## config.mk

```make
export PLATFORM = sky130hd
export DESIGN_NAME = clk_tree_seq_ctrl
export DESIGN_NICKNAME = d
export VERILOG_FILES = /design/src/rtl/clk_tree_seq_ctrl.sv
export SDC_FILE = /design/constraint.sdc
export NUM_CORES = 1
export LEC_CHECK = 0
export ABC_AREA = 0
export BUFFER_PORTS_ARGS = -buffer_cell sky130_fd_sc_hd__buf_2
export CAP_MARGIN = 20
export CORE_MARGIN = 3
export CORE_UTILIZATION = 40
export DETAILED_ROUTE_END_ITERATION = 8
export PLACE_DENSITY = 0.59
export SLEW_MARGIN = 20
export SYNTH_ARGS = -nofsm -noshare
export SYNTH_HDL_FRONTEND = slang
export SYNTH_SLANG_ARGS = --single-unit
```

## constraint.sdc

```tcl
create_clock -name clk -period 1.9 [get_ports clk]
set_input_delay 0.095 -clock clk [delete_from_list [all_inputs] [get_ports clk]]
set_output_delay 0.095 -clock clk [all_outputs]
set_load 0.02 [all_outputs]
```

## src/rtl/clk_tree_seq_ctrl.sv

```systemverilog
// Reset/ratio sequencer for the div2 ripple chain: gates the downstream clock, resets the chain,
// switches the output tap, releases stages first-to-last, waits to settle, then ungates.
module clk_tree_seq_ctrl #(
  parameter int N_STAGES   = 8,
  parameter int SEL_W      = 3,
  parameter int SETTLE_CYC = 4
) (
  input  logic                clk,
  input  logic                rstb,
  input  logic                cfg_valid,
  input  logic [SEL_W-1:0]    cfg_sel,
  output logic                cfg_ready,
  output logic [N_STAGES-1:0] stage_rstb,
  output logic [SEL_W-1:0]    tap_sel,
  output logic                clk_en,
  output logic                busy,
  output logic                done
);

  localparam int                  CNT_W     = $clog2(SETTLE_CYC + 2);
  localparam logic [CNT_W-1:0]    GATE_LOAD = CNT_W'(1);
  localparam logic [CNT_W-1:0]    HOLD_LOAD = CNT_W'(SETTLE_CYC - 1);
  localparam logic [N_STAGES-1:0] ALL_ONES  = '1;
  localparam logic [N_STAGES-1:0] FIRST_BIT = N_STAGES'(1);

  typedef enum logic [2:0] {
    IDLE    = 3'd0,
    GATE    = 3'd1,
    HOLD    = 3'd2,
    RELEASE = 3'd3,
    SETTLE  = 3'd4
  } state_t;

  state_t                state, state_d;
  logic [CNT_W-1:0]      cnt, cnt_d;
  logic [SEL_W-1:0]      sel_q, sel_d;
  logic [N_STAGES-1:0]   stage_rstb_d;
  logic [SEL_W-1:0]      tap_sel_d;
  logic                  clk_en_d;
  logic                  cfg_ready_d;
  logic                  busy_d;
  logic                  done_d;

  // Out-of-range tap requests select the slowest available tap.
  function automatic logic [SEL_W-1:0] clamp_sel(input logic [SEL_W-1:0] s);
    if (int'(s) >= N_STAGES) return SEL_W'(N_STAGES - 1);
    return s;
  endfunction

  always_comb begin
    state_d      = state;
    cnt_d        = cnt;
    sel_d        = sel_q;
    stage_rstb_d = stage_rstb;
    tap_sel_d    = tap_sel;
    clk_en_d     = clk_en;
    cfg_ready_d  = cfg_ready;
    busy_d       = busy;
    done_d       = 1'b0;
    case (state)
      IDLE: begin
        if (cfg_valid && cfg_ready) begin
          state_d     = GATE;
          cnt_d       = GATE_LOAD;
          sel_d       = clamp_sel(cfg_sel);
          clk_en_d    = 1'b0;
          cfg_ready_d = 1'b0;
          busy_d      = 1'b1;
        end
      end
      GATE: begin
        if (cnt == '0) begin
          state_d      = HOLD;
          cnt_d        = HOLD_LOAD;
          stage_rstb_d = '0;
          tap_sel_d    = sel_q;
        end else begin
          cnt_d = cnt - CNT_W'(1);
        end
      end
      HOLD: begin
        if (cnt == '0) begin
          state_d      = RELEASE;
          stage_rstb_d = FIRST_BIT;
        end else begin
          cnt_d = cnt - CNT_W'(1);
        end
      end
      RELEASE: begin
        // One more stage comes out of reset per cycle, first stage first.
        if (stage_rstb == ALL_ONES) begin
          state_d = SETTLE;
          cnt_d   = HOLD_LOAD;
        end else begin
          stage_rstb_d = (stage_rstb << 1) | FIRST_BIT;
        end
      end
      SETTLE: begin
        if (cnt == '0) begin
          state_d     = IDLE;
          clk_en_d    = 1'b1;
          done_d      = 1'b1;
          cfg_ready_d = 1'b1;
          busy_d      = 1'b0;
        end else begin
          cnt_d = cnt - CNT_W'(1);
        end
      end
      default: begin
        state_d = HOLD;
        cnt_d   = HOLD_LOAD;
      end
    endcase
  end

  // Reset counts as the first HOLD cycle of the boot sequence for tap 0.
  always_ff @(posedge clk or negedge rstb) begin
    if (!rstb) begin
      state      <= HOLD;
      cnt        <= HOLD_LOAD;
      sel_q      <= '0;
      stage_rstb <= '0;
      tap_sel    <= '0;
      clk_en     <= 1'b0;
      cfg_ready  <= 1'b0;
      busy       <= 1'b1;
      done       <= 1'b0;
    end else begin
      state      <= state_d;
      cnt        <= cnt_d;
      sel_q      <= sel_d;
      stage_rstb <= stage_rstb_d;
      tap_sel    <= tap_sel_d;
      clk_en     <= clk_en_d;
      cfg_ready  <= cfg_ready_d;
      busy       <= busy_d;
      done       <= done_d;
    end
  end

endmodule

```

# Yosys cells after proc, flatten, opt, wreduce, memory -nomap -nowiden

Index checks and enable logic that the tools add are counted.

Bits in registers: 23
Output and inout bits: 15
Input bits: 6
Word-level logic and storage cells: 55

Equal/unequal tests: 12
Reduce and logical (&&, ||, !) cells: 12
$add $sub $neg: 1
Muxes and demuxes: 22

Operators with widths:

| operator              | count |
|---|---|
| $mux W3               | 8 |
| $mux W8               | 3 |
| $pmux W8 S3           | 1 |
| $pmux W3 S5           | 1 |
| $ne A2 B2 Y1 const B  | 7 |
| $pmux W3 S4           | 1 |
| $eq A8 B8 Y1 const B  | 1 |
| $eq A3 B2 Y1 const B  | 2 |
| $logic_not A3 Y1      | 2 |
| $mux W1               | 6 |
| $reduce_and A3 Y1     | 2 |
| $reduce_and A5 Y1     | 1 |
| $pmux W1 S2           | 2 |
| $reduce_and A2 Y1     | 2 |
| $reduce_and A4 Y1     | 1 |
| $eq A3 B1 Y1 const B  | 1 |
| $eq A3 B3 Y1 const B  | 1 |
| $reduce_bool A3 Y1    | 1 |
| $sub A3 B1 Y3 const B | 1 |
| $reduce_bool A2 Y1    | 1 |
| $reduce_or A2 Y1      | 1 |
| $logic_and A1 B1 Y1   | 1 |

# Logic depth before layout (Yosys ltp)

Word-level depth: 4
Mapped depth: 7
Mapped depth without buffers: 6

# Least setup slack after synthesis

No wires, ideal clock.

Path kind: register to register
From: register cnt[0]
To: register stage_rstb[1]
Buffers on the path: 1
Data required time: 1.779 ns
Cell stages (with the launch flop): 8
Slack: 0.152 ns
Data arrival time: 1.627 ns
Clock period less this slack: 1.748 ns
Path through: dfstp_2 -> inv_1 -> ha_1 -> nor2b_4 -> or3b_1 -> clkbuf_1 -> o311a_2 -> a22o_1

Cells in the longest elaborated chain, start to end: 3
Elaborated cells between the ends (all ways): 4
Classes of those cells: eq/ne (2); reduce/logical (2)

RTL lines:

| element                         | line   | RTL |
|---|---|---|
| from (decl)                     | 35     | `logic [CNT_W-1:0] cnt, cnt_d;` |
| from (signal assigned)          | 130    | `cnt <= cnt_d;` |
| $logic_not A3 Y1 (*)            | 72, 82 |  |
| $ne A2 B2 Y1 (no line)          | -      |  |
| $reduce_and A4 Y1 (no line) (*) | -      |  |
| to (signal assigned)            | 132    | `stage_rstb <= stage_rstb_d;` |
| to (decl)                       | 13     | `output logic [N_STAGES-1:0] stage_rstb,` |

Every way passes the cells marked *; elsewhere a longest branch is shown, timed or not.
A chain may end at the register's enable or synchronous reset.

# Worst setup path after layout

From: register cnt[1]
To: register stage_rstb[2]

The elaborated chain is that of the path after synthesis.

==> summary.md <==
| Metric | Value |
|---|---|
| Hold EP | `sel_q[2]$_DFFE_PN0P_` |
| Hold WC Path Type | `primary input to register` |
| Total Wirelength | `roughly 2300 um` |
| Core area | `around 2600 um^2` |
| CP bufs+invs | `1` |
| Share of layout cells above drive strength 1 | `0.423` |
| Setup crit start kind | `register` |
| Combinational share of power | `0.511` |
| R2r setup slk | `~0.12 ns` |
| Clock Tree Buf Depth | `2` |
| Final period util | `0.936` |
| CP max-delay cell | `or3b_4` |
| Kind of critical path | `register to register` |
| GRT Total Usage | `0.143` |
| Ys flop type | `dfrtp_1` |
| Worst r2r path cells | `6` |
| Placed insts | `roughly 150` |
| PD cells | `between 1500 and 2000 nW/um^2` |
| Die ar. | `between 3000 and 4000 um^2` |
| Port buffer count | `20` |
| Sequential cell area fraction in the yosys report | `0.506` |
| Syn Area/Cell | `between 10 and 15 um^2` |
| CTS tree | `yes` |
| Max incr delay on CP | `about 0.45 ns` |
| Synth Cell Area | `approximately 1100 um^2` |
| Crit path max fanout | `8` |
| DR iter-0 viols | `17` |
| Die X-Extent | `~60 um` |
| Root cell of the clock tree | `clkbuf_4` |
| Final setup TNS | `0 ns` |
| Layout area overhead | `18.4%` |
| Sequential share of power | `0.393` |
| Status | `completed` |
| FF-to-FF End | `stage_rstb[2]$_DFFE_PN0P_` |
| Worst endpoint data arrival time | `~2.0 ns` |
| Row cnt | `18` |
| Delay-heaviest family, CP | `simple AND/OR/NAND/NOR gates` |
| Distinct cells, synth | `39` |
| Final hold vios | `0` |
| Total of max-cap violations | `0` |
| # DRC | `0` |
| Cell Count, Final, Fillers Out | `approximately 150` |
| Worst r2r src | `cnt[1]$_DFFE_PN1P_` |
| Syn Inst Count | `between 90 and 100` |
| Global route overflow | `0` |
| Clock skew | `just over 0.008 ns` |
| Worst-margin pin slew | `0.516 ns` |
| Clock transition at path regs | `0.12 ns` |
| Setup violations, final | `0` |
| Ys Warns | `0` |
| Fin crit period | `around 1.8 ns` |
| DP HPWL | `1660 um` |
| Internal power | `1.33 mW` |
| Largest net degree at the start of global routing | `24` |
| Clock share of power | `0.096` |
| Routability congestion estimate | `between 0.9 and 1` |
| Vias per Instance | `~5.4` |
| Post-synth EDFFs | `0` |
| IO Pins | `21` |
| First-pass GRT wire length | `just under 4000 um` |
| Post-synth ARST share | `1.00` |
| TritonRoute pass-1 iters | `4` |
| Hold Path Stages | `2` |
| Net Sw Frac | `0.411` |
| Crit. End Element | `register` |
| Total number of vias | `roughly 800` |
| Slew margin rel. | `0.656` |
| Vias in the first global route | `around 830` |
| Ordered cell list for the critical path | `inv_1 > ha_1 > nor2b_4 > or3b_4 > o311a_2 > a22o_1` |
| Initial antenna violation count | `0` |
| Die Y | `between 50 and 60 um` |
| RSZ-0062 raised after global routing | `no` |
| P_leak | `slightly above 0.7 nW` |
| Fin nets | `~130` |
| Yosys reg bits | `23` |
| DR WL/cell | `about 15 um` |
| Num CTS Buffers | `3` |
| Critical Path RT | `2.10 ns` |
| Fmax | `between 0.5 and 0.6 GHz` |
| Worst ir drop on vdd | `~870 uV` |
| Post-route ant nets | `0` |
| TritonCTS Sinks | `23` |
| Hold wc startpoint | `cfg_sel[2]` |
| Placed inst area | `approximately 1300 um^2` |
| Ant diodes | `0` |
| Starting Density | `0.443` |
| NetSw | `0.924 mW` |
| Fin. max-slew vios | `0` |
| Most frequent cells in the layout | `20 x buf_2, 19 x dfrtp_1, 8 x inv_1, 8 x buf_4, 7 x a22o_1` |
| Post-Synthesis Net Count | `around 100` |
| Commonest non-fill, non-tap cell in the layout | `buf_2` |
| Final Cell Area | `~1400 um^2` |
| Htree depth | `1` |
| Worst skew pair latency | `0.30 ns` |
==> how the worst max path moves through the flow <==
stage	end	depth (start not counted)	slack, ns	from
global route	stage_rstb[2]$_DFFE_PN0P_	6	0.004	cnt[1]$_DFFE_PN1P_
finish	stage_rstb[2]$_DFFE_PN0P_	6	0.12	cnt[1]$_DFFE_PN1P_
detailed placement	stage_rstb[2]$_DFFE_PN0P_	6	0.04	cnt[0]$_DFFE_PN1P_
global placement	stage_rstb[4]$_DFFE_PN0P_	6	0.09	cnt[0]$_DFFE_PN1P_
CTS	stage_rstb[2]$_DFFE_PN0P_	6	0.03	cnt[0]$_DFFE_PN1P_
floorplan	stage_rstb[1]$_DFFE_PN0P_	7	0.15	cnt[0]$_DFFE_PN1P_
==> per-stage QoR <==
| stage | worst slack (ns) | hold WS (ns) | util | power (mW) |
|---|---|---|---|---|
| CTS | 0.0269 | 0.00677 | 0.517 | 2.25 |
| global placement | 0.0933 | 0.0796 | 0.499 | 2.00 |
| finish | 0.122 | 0.0281 | 0.525 | 2.25 |
| detailed placement | 0.0389 | 0.0975 | 0.499 | 2.02 |
| floorplan | 0.152 | -0.201 | - | 1.71 |
| global route | 0.00382 | 0.0185 | 0.525 | 2.43 |
==> layout make-up <==
| type | instances | area (um^2) |
|---|---|---|
| Fill cell | 225 | 1230 |
| Sequential cell | 23 | 581 |
| Multi-Input combinational cell | 57 | 493 |
| Timing Repair Buffer | 31 | 190 |
| Tap cell | 30 | 37.5 |
| Inverter | 8 | 30.0 |
| Clock buffer | 3 | 22.5 |
| Clock inverter | 1 | 5.00 |
==> cell usage after synthesis, drive strengths merged (2+ instances only) <==
library cell,count,area share
buf,5,0.037
xor2,2,0.015
inv,8,0.026
ha,2,0.022
nand4,3,0.016
dfrtp,19,0.41
mux2,7,0.072
a31o,2,0.015
o21ai,4,0.017
a22o,7,0.053
nor3b,2,0.013
dfstp,4,0.092
a21oi,2,0.0087
nor2,6,0.022
==> flip-flops by register name (all words and copies together), names as in the netlist <==
signal      flops
busy            1
state           3
tap_sel         3
clk_en          1
cnt             3
sel_q           3
done            1
stage_rstb      8
==> worst register-to-register path, cell delays in order (launching register included) <==
cell and delay [ns]:
dfstp_2 0.39, inv_1 0.06, ha_1 0.16, nor2b_4 0.21, or3b_4 0.45, o311a_2 0.19
a22o_1 0.22
==> repair_timing <==
item,CTS,global route
resized for setup,0,1
setup endpoints to repair,0,8
setup buffers,0,1
hold endpoints to repair,20,1
hold buffers,2,1
==> cell families after synthesis <==
| kind of cell | share of synthesized area |
|---|---|
| AOI/OAI and AO/OA | 0.172 |
| xor gates and xnor gates | 0.0153 |
| adders and majority gates | 0.0218 |
| buffers and inverters | 0.0665 |
| DFF | 0.506 |
| muxes | 0.0807 |
| and+or+nand+nor | 0.137 |
==> layer usage <==
layer / wire (um) / share of wire / vias to the layer above / GRT usage
met5: 0 / 0 / - / 0
met4: 0 / 0 / 0 / 0.0411
met3: 69 / 0.031 / 0 / 0.0305
met2: 1090 / 0.48 / 11 / 0.214
met1: 1100 / 0.49 / 411 / 0.210
li1: - / - / 401 / -
==> power groups by stage <==
stage               Sequential (mW)  Clock, mW  Combinational, mW
global route                  0.924      0.252               1.26
global placement              0.883          0               1.12
floorplan                     0.976          0              0.734
finish                        0.884      0.216               1.15
detailed placement            0.893          0               1.13
CTS                           0.886      0.232               1.13
(Power assumes the default switching activity.)
